### src/rtl/pc_fetch_unit.sv
// pc_fetch_unit: PC register, next-PC sequencing, busywait stall and sticky misalign flag.
// Define PC_PERF_COUNTERS_EN to add the RETIRED / STALL_CYCLES counters.
module pc_fetch_unit #(
   parameter logic [31:0] RESET_PC = 32'd0
) (
   input  logic        CLK,
   input  logic        RESET,
   input  logic        TAKE,
   input  logic [31:0] TARGET,
   input  logic        INSTR_BUSYWAIT,
   input  logic        DATA_BUSYWAIT,
   output logic [31:0] PC,
   output logic [31:0] PC_PLUS4,
   output logic        INSTR_READ,
   output logic        FETCH_VALID,
   output logic        STALLED,
`ifdef PC_PERF_COUNTERS_EN
   output logic [31:0] RETIRED,
   output logic [31:0] STALL_CYCLES,
`endif
   output logic        MISALIGN
);

   localparam logic [1:0] RST_HOLD = 2'd0;
   localparam logic [1:0] RUN      = 2'd1;
   localparam logic [1:0] STALL    = 2'd2;

   logic [1:0]  state_q, state_d;
   logic [31:0] pc_q, pc_d;
   logic        misalign_q, misalign_d;
   logic        busy, active, advance;
   logic [31:0] pc_plus4, next_pc;

   always_comb begin
      busy     = INSTR_BUSYWAIT | DATA_BUSYWAIT;
      active   = (state_q == RUN) || (state_q == STALL);
      advance  = active & ~busy;
      pc_plus4 = pc_q + 32'd4;
      // Low target bits are dropped; a nonzero pair is only flagged.
      next_pc  = TAKE ? {TARGET[31:2], 2'b00} : pc_plus4;

      state_d    = state_q;
      pc_d       = pc_q;
      misalign_d = misalign_q;

      unique case (state_q)
         RST_HOLD:   state_d = RUN;
         RUN, STALL: state_d = busy ? STALL : RUN;
         default:    state_d = RST_HOLD;
      endcase

      if (advance) begin
         pc_d       = next_pc;
         misalign_d = misalign_q | (TAKE & (|TARGET[1:0]));
      end
   end

   always_ff @(posedge CLK or posedge RESET) begin
      if (RESET) begin
         state_q    <= RST_HOLD;
         pc_q       <= RESET_PC;
         misalign_q <= 1'b0;
      end else begin
         state_q    <= state_d;
         pc_q       <= pc_d;
         misalign_q <= misalign_d;
      end
   end

   assign PC          = pc_q;
   assign PC_PLUS4    = pc_plus4;
   assign INSTR_READ  = active;
   assign FETCH_VALID = active & ~INSTR_BUSYWAIT;
   assign STALLED     = (state_q == RST_HOLD) | busy;
   assign MISALIGN    = misalign_q;

`ifdef PC_PERF_COUNTERS_EN
   logic [31:0] retired_q, retired_d;
   logic [31:0] stall_cycles_q, stall_cycles_d;

   always_comb begin
      retired_d      = retired_q + {31'd0, advance};
      stall_cycles_d = stall_cycles_q + {31'd0, active & busy};
   end

   always_ff @(posedge CLK or posedge RESET) begin
      if (RESET) begin
         retired_q      <= 32'd0;
         stall_cycles_q <= 32'd0;
      end else begin
         retired_q      <= retired_d;
         stall_cycles_q <= stall_cycles_d;
      end
   end

   assign RETIRED      = retired_q;
   assign STALL_CYCLES = stall_cycles_q;
`endif

endmodule

### config.mk
export PLATFORM = sky130hd
export DESIGN_NAME = pc_fetch_unit
export DESIGN_NICKNAME = d
export VERILOG_FILES = /design/src/rtl/pc_fetch_unit.sv
export SDC_FILE = /design/constraint.sdc
export NUM_CORES = 1
export LEC_CHECK = 0
export BUFFER_PORTS_ARGS = -buffer_cell sky130_fd_sc_hd__buf_2
export CAP_MARGIN = 30
export CORE_ASPECT_RATIO = 1.5
export CORE_MARGIN = 1.5
export CORE_UTILIZATION = 45
export DETAILED_ROUTE_END_ITERATION = 6
export HOLD_SLACK_MARGIN = 0.03
export PLACE_DENSITY = 0.84
export SLEW_MARGIN = 20
export SYNTH_ARGS = -nofsm -noshare
export SYNTH_HDL_FRONTEND = slang
export SYNTH_SLANG_ARGS = --single-unit
### constraint.sdc
create_clock -name CLK -period 2.08 [get_ports CLK]
set_input_delay 0.416 -clock CLK [delete_from_list [all_inputs] [get_ports CLK]]
set_output_delay 0.416 -clock CLK [all_outputs]
set_load 0.05 [all_outputs]
After elaboration in Yosys (flattened, before gate mapping)
Index checks and enable logic that the tools add are counted.

Add/subtract/negate cells: 1. Equality and inequality tests: 2. Multiplexer cells: 3. Bitwise operators: 8. Reduce and logical (&&, ||, !) cells: 4.

Operators by type and width (count): $add 32x3->32 const B (1); $mux 32 (1); $pmux 2 s2 (1); $reduce_or 2->1 (2); $and 1x1->1 (3); $or 1x1->1 (3); $eq 2x1->1 const B (1); $eq 2x2->1 const B (1); $logic_not 2->1 (1); $mux 2 (1); $not 1->1 (2); $logic_or 1x1->1 (1).

Bits in registers: 35. Word-level logic and storage cells: 21.

Logic depth before layout (Yosys ltp)
Depth in word-level cells: 3. Gate-level depth with buffers: 7. Depth with buffers taken out: 6.

Worst setup path after synthesis
No wires, ideal clock.

Path type: register to output. Start point: reg pc_q[2], in the netlist PC[2]. End point: out PC_PLUS4[28]. Arrival: 2.877 ns. Data required time: 1.664 ns. Path slack: -1.213 ns. Cell stages (with the launch flop): 6. Cell sequence: dfrtp_1 ha_1 nand3_2 or4_4 or2_4 xnor2_1.

Longest elaborated chain between the ends: 1.

RTL lines: from (decl) (line 29) `logic [31:0] pc_q, pc_d;`; from (signal assigned) (line 65) `pc_q <= pc_d;`; $add 32x3->32 (line 38) `pc_plus4 = pc_q + 32'd4;`; to (decl) (line 13) `output logic [31:0] PC_PLUS4,`.

No other way between the ends.

Worst setup path after layout
Start point: reg pc_q[2], in the netlist PC[2]. End point: out PC_PLUS4[24].

Same word-level chain as after synthesis.

==> implementation parameters <==
Parameter                              Value

Pwr
  Logic pwr share ... 77.0%
  Peak ir drop on the vdd network ... 1.28 mV
  Internal power component ... 3.46 mW
  Sw frac ... 57.4%
  Register share of total power ... 16.2%
  Power share of the clock group ... 6.9%
  Switching power total ... 4.66 mW
  Leakage power figure ... 2.20 nW
  Power density of the placed cells ... 1640 nW/um2

Critical path
  Max stage delay on crit path ... 0.43 ns
  Number of cell instances on the worst register-to-register path ... 8
  Startpoint types ... flip-flop
  Category of the most critical setup path ... flip-flop to output port
  Cell-by-cell trace of the critical path ... ha_4, buf_4, and3_4, nand4_1, buf_6, nor3_4, xor2_4, buf_6
  Critical path capture point type ... output port
  Reg2Reg Setup Slack ... 0 ns
  Most Frequent Cell on Critical Path ... buf_6
  Required arrival time at the worst endpoint ... 1.66 ns
  Worst R2R Start ... PC[2]$_DFFE_PP0P_
  Maximum fanout along the worst path ... 4
  Critical path's slowest cell ... dfrtp_4
  Critical path data arrival time ... 2.12 ns
  End of the worst register-to-register path ... PC[28]$_DFFE_PP0P_

Clocking
  Clock-pin slew of the registers on the worst-case setup and hold paths ... 0.07 ns
  Clock Sinks ... 33
  Clock tree from TritonCTS ... done
  Max clock buf depth ... 2
  Cts bufs inserted ... 5
  Clock root buffer ... clkbuf_8
  Latest clock arrival within the worst-skew pair ... 0.30 ns
  Number of buffers inserted for hold repair after clock tree synthesis ... 0
  CTS H-Tree Depth ... 2

Floorplan
  DIE WIDTH ... 66.1 um
  Row Count ... 34
  Top-Level Pins ... 105
  Die Outline Area ... 6460 um2
  Core Area ... 5790 um2
  Overall die height ... 97.7 um
  Effective utilization at floorplan ... 46.5%

Logic synthesis
  Proportion of synthesized chip area in sequential cells ... 30.7%
  Multiplexer fraction of the synthesized cell area ... 0.744%
  Flop and latch count out of synthesis ... 33
  Yosys warning total ... 0
  Synthesized-area fraction occupied by xor and xnor cells ... 8.79%
  Adder and majority cell fraction of the synthesized area ... 1.39%
  Count of flip-flops with a built-in enable after synthesis ... 0
  Post-synthesis compound-gate area fraction ... 20.8%
  Async set-reset flop share out of synthesis ... 100%
  Leading register cell type out of synthesis ... dfrtp_1
  Main combinational cell family by area after synthesis ... simple AND/OR/NAND/NOR gates
  Post-synthesis simple-gate area fraction ... 30.2%
  Cells after synthesis ... 334
  Unique masters post-synth ... 56
  Synthesized area per cell ... 8.06 um2
  Post-synthesis cell area ... 2690 um2

Place
  Placed Area ... 4190 um2
  Number of port buffers ... 100
  Place WS ... -0.179 ns
  Weighted congestion at the end of routability-driven global placement ... 0.841
  HPWL Detailed ... 6.69 mm
  Cells after DPL ... 544

Final layout
  Final cell count without fillers ... 583
  NumNets Final ... 550
  Diode count ... 0
  Number of filler cells placed in the layout ... 302
  Final Util ... 85.3%
  Post-route cell area ... 4930 um2
  Fraction of final layout cells sized beyond drive strength 1 ... 58.1%
  Layout-stage area growth over the synthesis result ... 83.4%

STA
  Transition at the pin with the smallest max-transition slack ... 0.625 ns
  Final WS setup ... -0.455 ns
  Fmax ... 394 MHz
  Final count of hold timing violations ... 0
  Worst rel slew slack ... 58.3%
  Clock skew after layout ... 0.00607 ns
  Slew Viols, Final ... 0
  Clock period minus worst slack ... 2.54 ns
  Final setup violation count ... 26
  Final period utilization ... 122%
  Worst Hold Slack ... 0.246 ns
  RSZ-0062 raised after global routing ... true

Detailed routing
  Remaining routing DRC violations ... 0
  DR iter-0 viols ... 316
  Vias after detailed routing ... 3722
  Vias per cell ... 6.38
  Post-detailed-route count of antenna-violating nets ... 0
  Count of TritonRoute iterations in the first routing pass ... 5
  Average wire length per cell after detail routing ... 21.9 um
  Post-Route WL ... 12.8 mm

GRT
  GR met2 Demand/Resource ... 57.6%
  Vias in the first global route ... 3554
  Total track usage ... 32.0%
  Met1 capacity usage during global routing ... 34.2%
  Largest net degree at the start of global routing ... 43
  Met3 Resource Use GR ... 5.33%
  GR peak layer ... met2
  Grt ovf ... 0
  First-pass GRT wire length ... 16.3 mm
  Initial antenna violation count ... 0

Status
  Failing checks ... setup timing
  Status ... finished with violations

Flow run
  Count of max-cap constraint violations ... 0

Hold path
  Worst min-delay path category ... input pin to async pin
## logic make-up (layout without fill, tap and decap cells)
family,after synthesis,count (layout)
and+or+nand+nor,139,139
AOI/OAI and AO/OA,83,83
buffers and inverters,46,220
DFF,33,33
xor gates and xnor gates,27,27
adders and majority gates,3,3
muxes,2,2
other,1,4
## critical path: cells and delay by family (launching register included)
family	cells	cell delay (ns)
buf+inv	3	0.50
flops	1	0.43
simple gates	3	0.59
fa+ha+maj	1	0.15
xor+xnor	1	0.16
## worst max path at each step
stage	startpoint	to	cells after the start
after floorplan	PC[3]$_DFFE_PP0P_	PC_PLUS4[28]	5
after global placement	PC[2]$_DFFE_PP0P_	PC_PLUS4[30]	6
after detailed placement	PC[2]$_DFFE_PP0P_	PC_PLUS4[30]	6
after CTS	PC[2]$_DFFE_PP0P_	PC_PLUS4[30]	6
after global routing	PC[2]$_DFFE_PP0P_	PC_PLUS4[24]	8
final	PC[2]$_DFFE_PP0P_	PC_PLUS4[24]	8
## repair_timing
action | in CTS | in global routing
pin swaps | 14 | 12
setup endpoints to repair | 30 | 28
endpoints found under the hold margin | 0 | 0
buffers inserted | 11 | 23
gates resized for setup | 81 | 37
## final cells by class
cell class	count	area, um2	share of cell area (%)
multi-input cells	258	2320	47.1
repair buffers	196	1500	30.3
flip-flops and latches	33	862	17.5
clock buffers	7	96.3	1.95
well taps	72	90.1	1.83
inverters	16	60.1	1.22
clock inverters	1	5.00	0.101
## power by group through the flow
stage / clock, mW / combinational [mW] / sequential (mW)
floorplan: 0 / 2.95 / 2.29
global placement: 0 / 5.19 / 1.21
detailed placement: 0 / 5.28 / 1.24
CTS: 0.557 / 5.69 / 1.25
global route: 0.581 / 6.48 / 1.33
finish: 0.557 / 6.25 / 1.31
## stage by stage
stage,TNS (ns),power (mW)
2_1_floorplan,-4.09,5.24
3_3_place_gp,-0.896,6.40
3_5_place_dp,-1.34,6.52
4_1_cts,-6.14,7.49
5_1_grt,-8.48,8.39
6_report,-7.44,8.12
## synth_stat cells, types with 2 or more instances
cell,n,area (um2)
dfrtp_1,33,826
clkbuf_1,20,75.1
nor3b_1,2,15.0
mux2i_1,2,20.0
a32oi_1,2,17.5
o21ai_0,22,110
o21a_1,2,15.0
nor3_1,20,100
buf_4,4,30.0
nand3b_1,2,15.0
and4_1,4,35.0
nand3_1,11,55.1
a22oi_1,3,22.5
buf_2,5,25.0
nand2_1,23,86.3
and3_1,10,62.6
and2_1,2,12.5
a21oi_1,15,75.1
or2_4,2,17.5
nand4_1,15,93.8
o31a_1,2,17.5
nor4_2,2,25.0
o211ai_2,2,25.0
o2bb2ai_1,3,26.3
nor4_1,4,25.0
a41o_1,2,20.0
inv_1,16,60.1
o211ai_1,5,37.5
xor2_1,6,52.6
a22o_1,2,17.5
o311ai_0,6,52.6
a31oi_1,9,56.3
o31ai_1,2,15.0
xnor2_1,21,184
or3_1,5,31.3
nor2_1,25,93.8
nand4_4,2,42.5
ha_1,3,37.5
## metal layers
layer,vias to the layer above,wire length [um]
met1,1798,4250
li1,1586,-
met2,261,6730
met5,-,0
met3,77,848
met4,0,934
## state kept, by name (all words and copies together), names as in the netlist
name / flops
PC: 30
state_q: 2
MISALIGN: 1
## layout by cell type, fill, tap and decap left out, types with 6 or more instances in the layout
master	count
buf_2	73
xnor2_2	8
buf_4	72
and3_1	7
nor3_4	7
a31oi_1	9
dfrtp_1	10
a21oi_1	15
nor3_1	12
nand4_1	15
nand3_1	9
dfrtp_2	20
o311ai_0	6
nand2_1	17
nor2_1	20
inv_1	16
clkbuf_8	7
o21ai_0	22
buf_6	48
xnor2_4	12
Power figures use the tool's default switching activity.
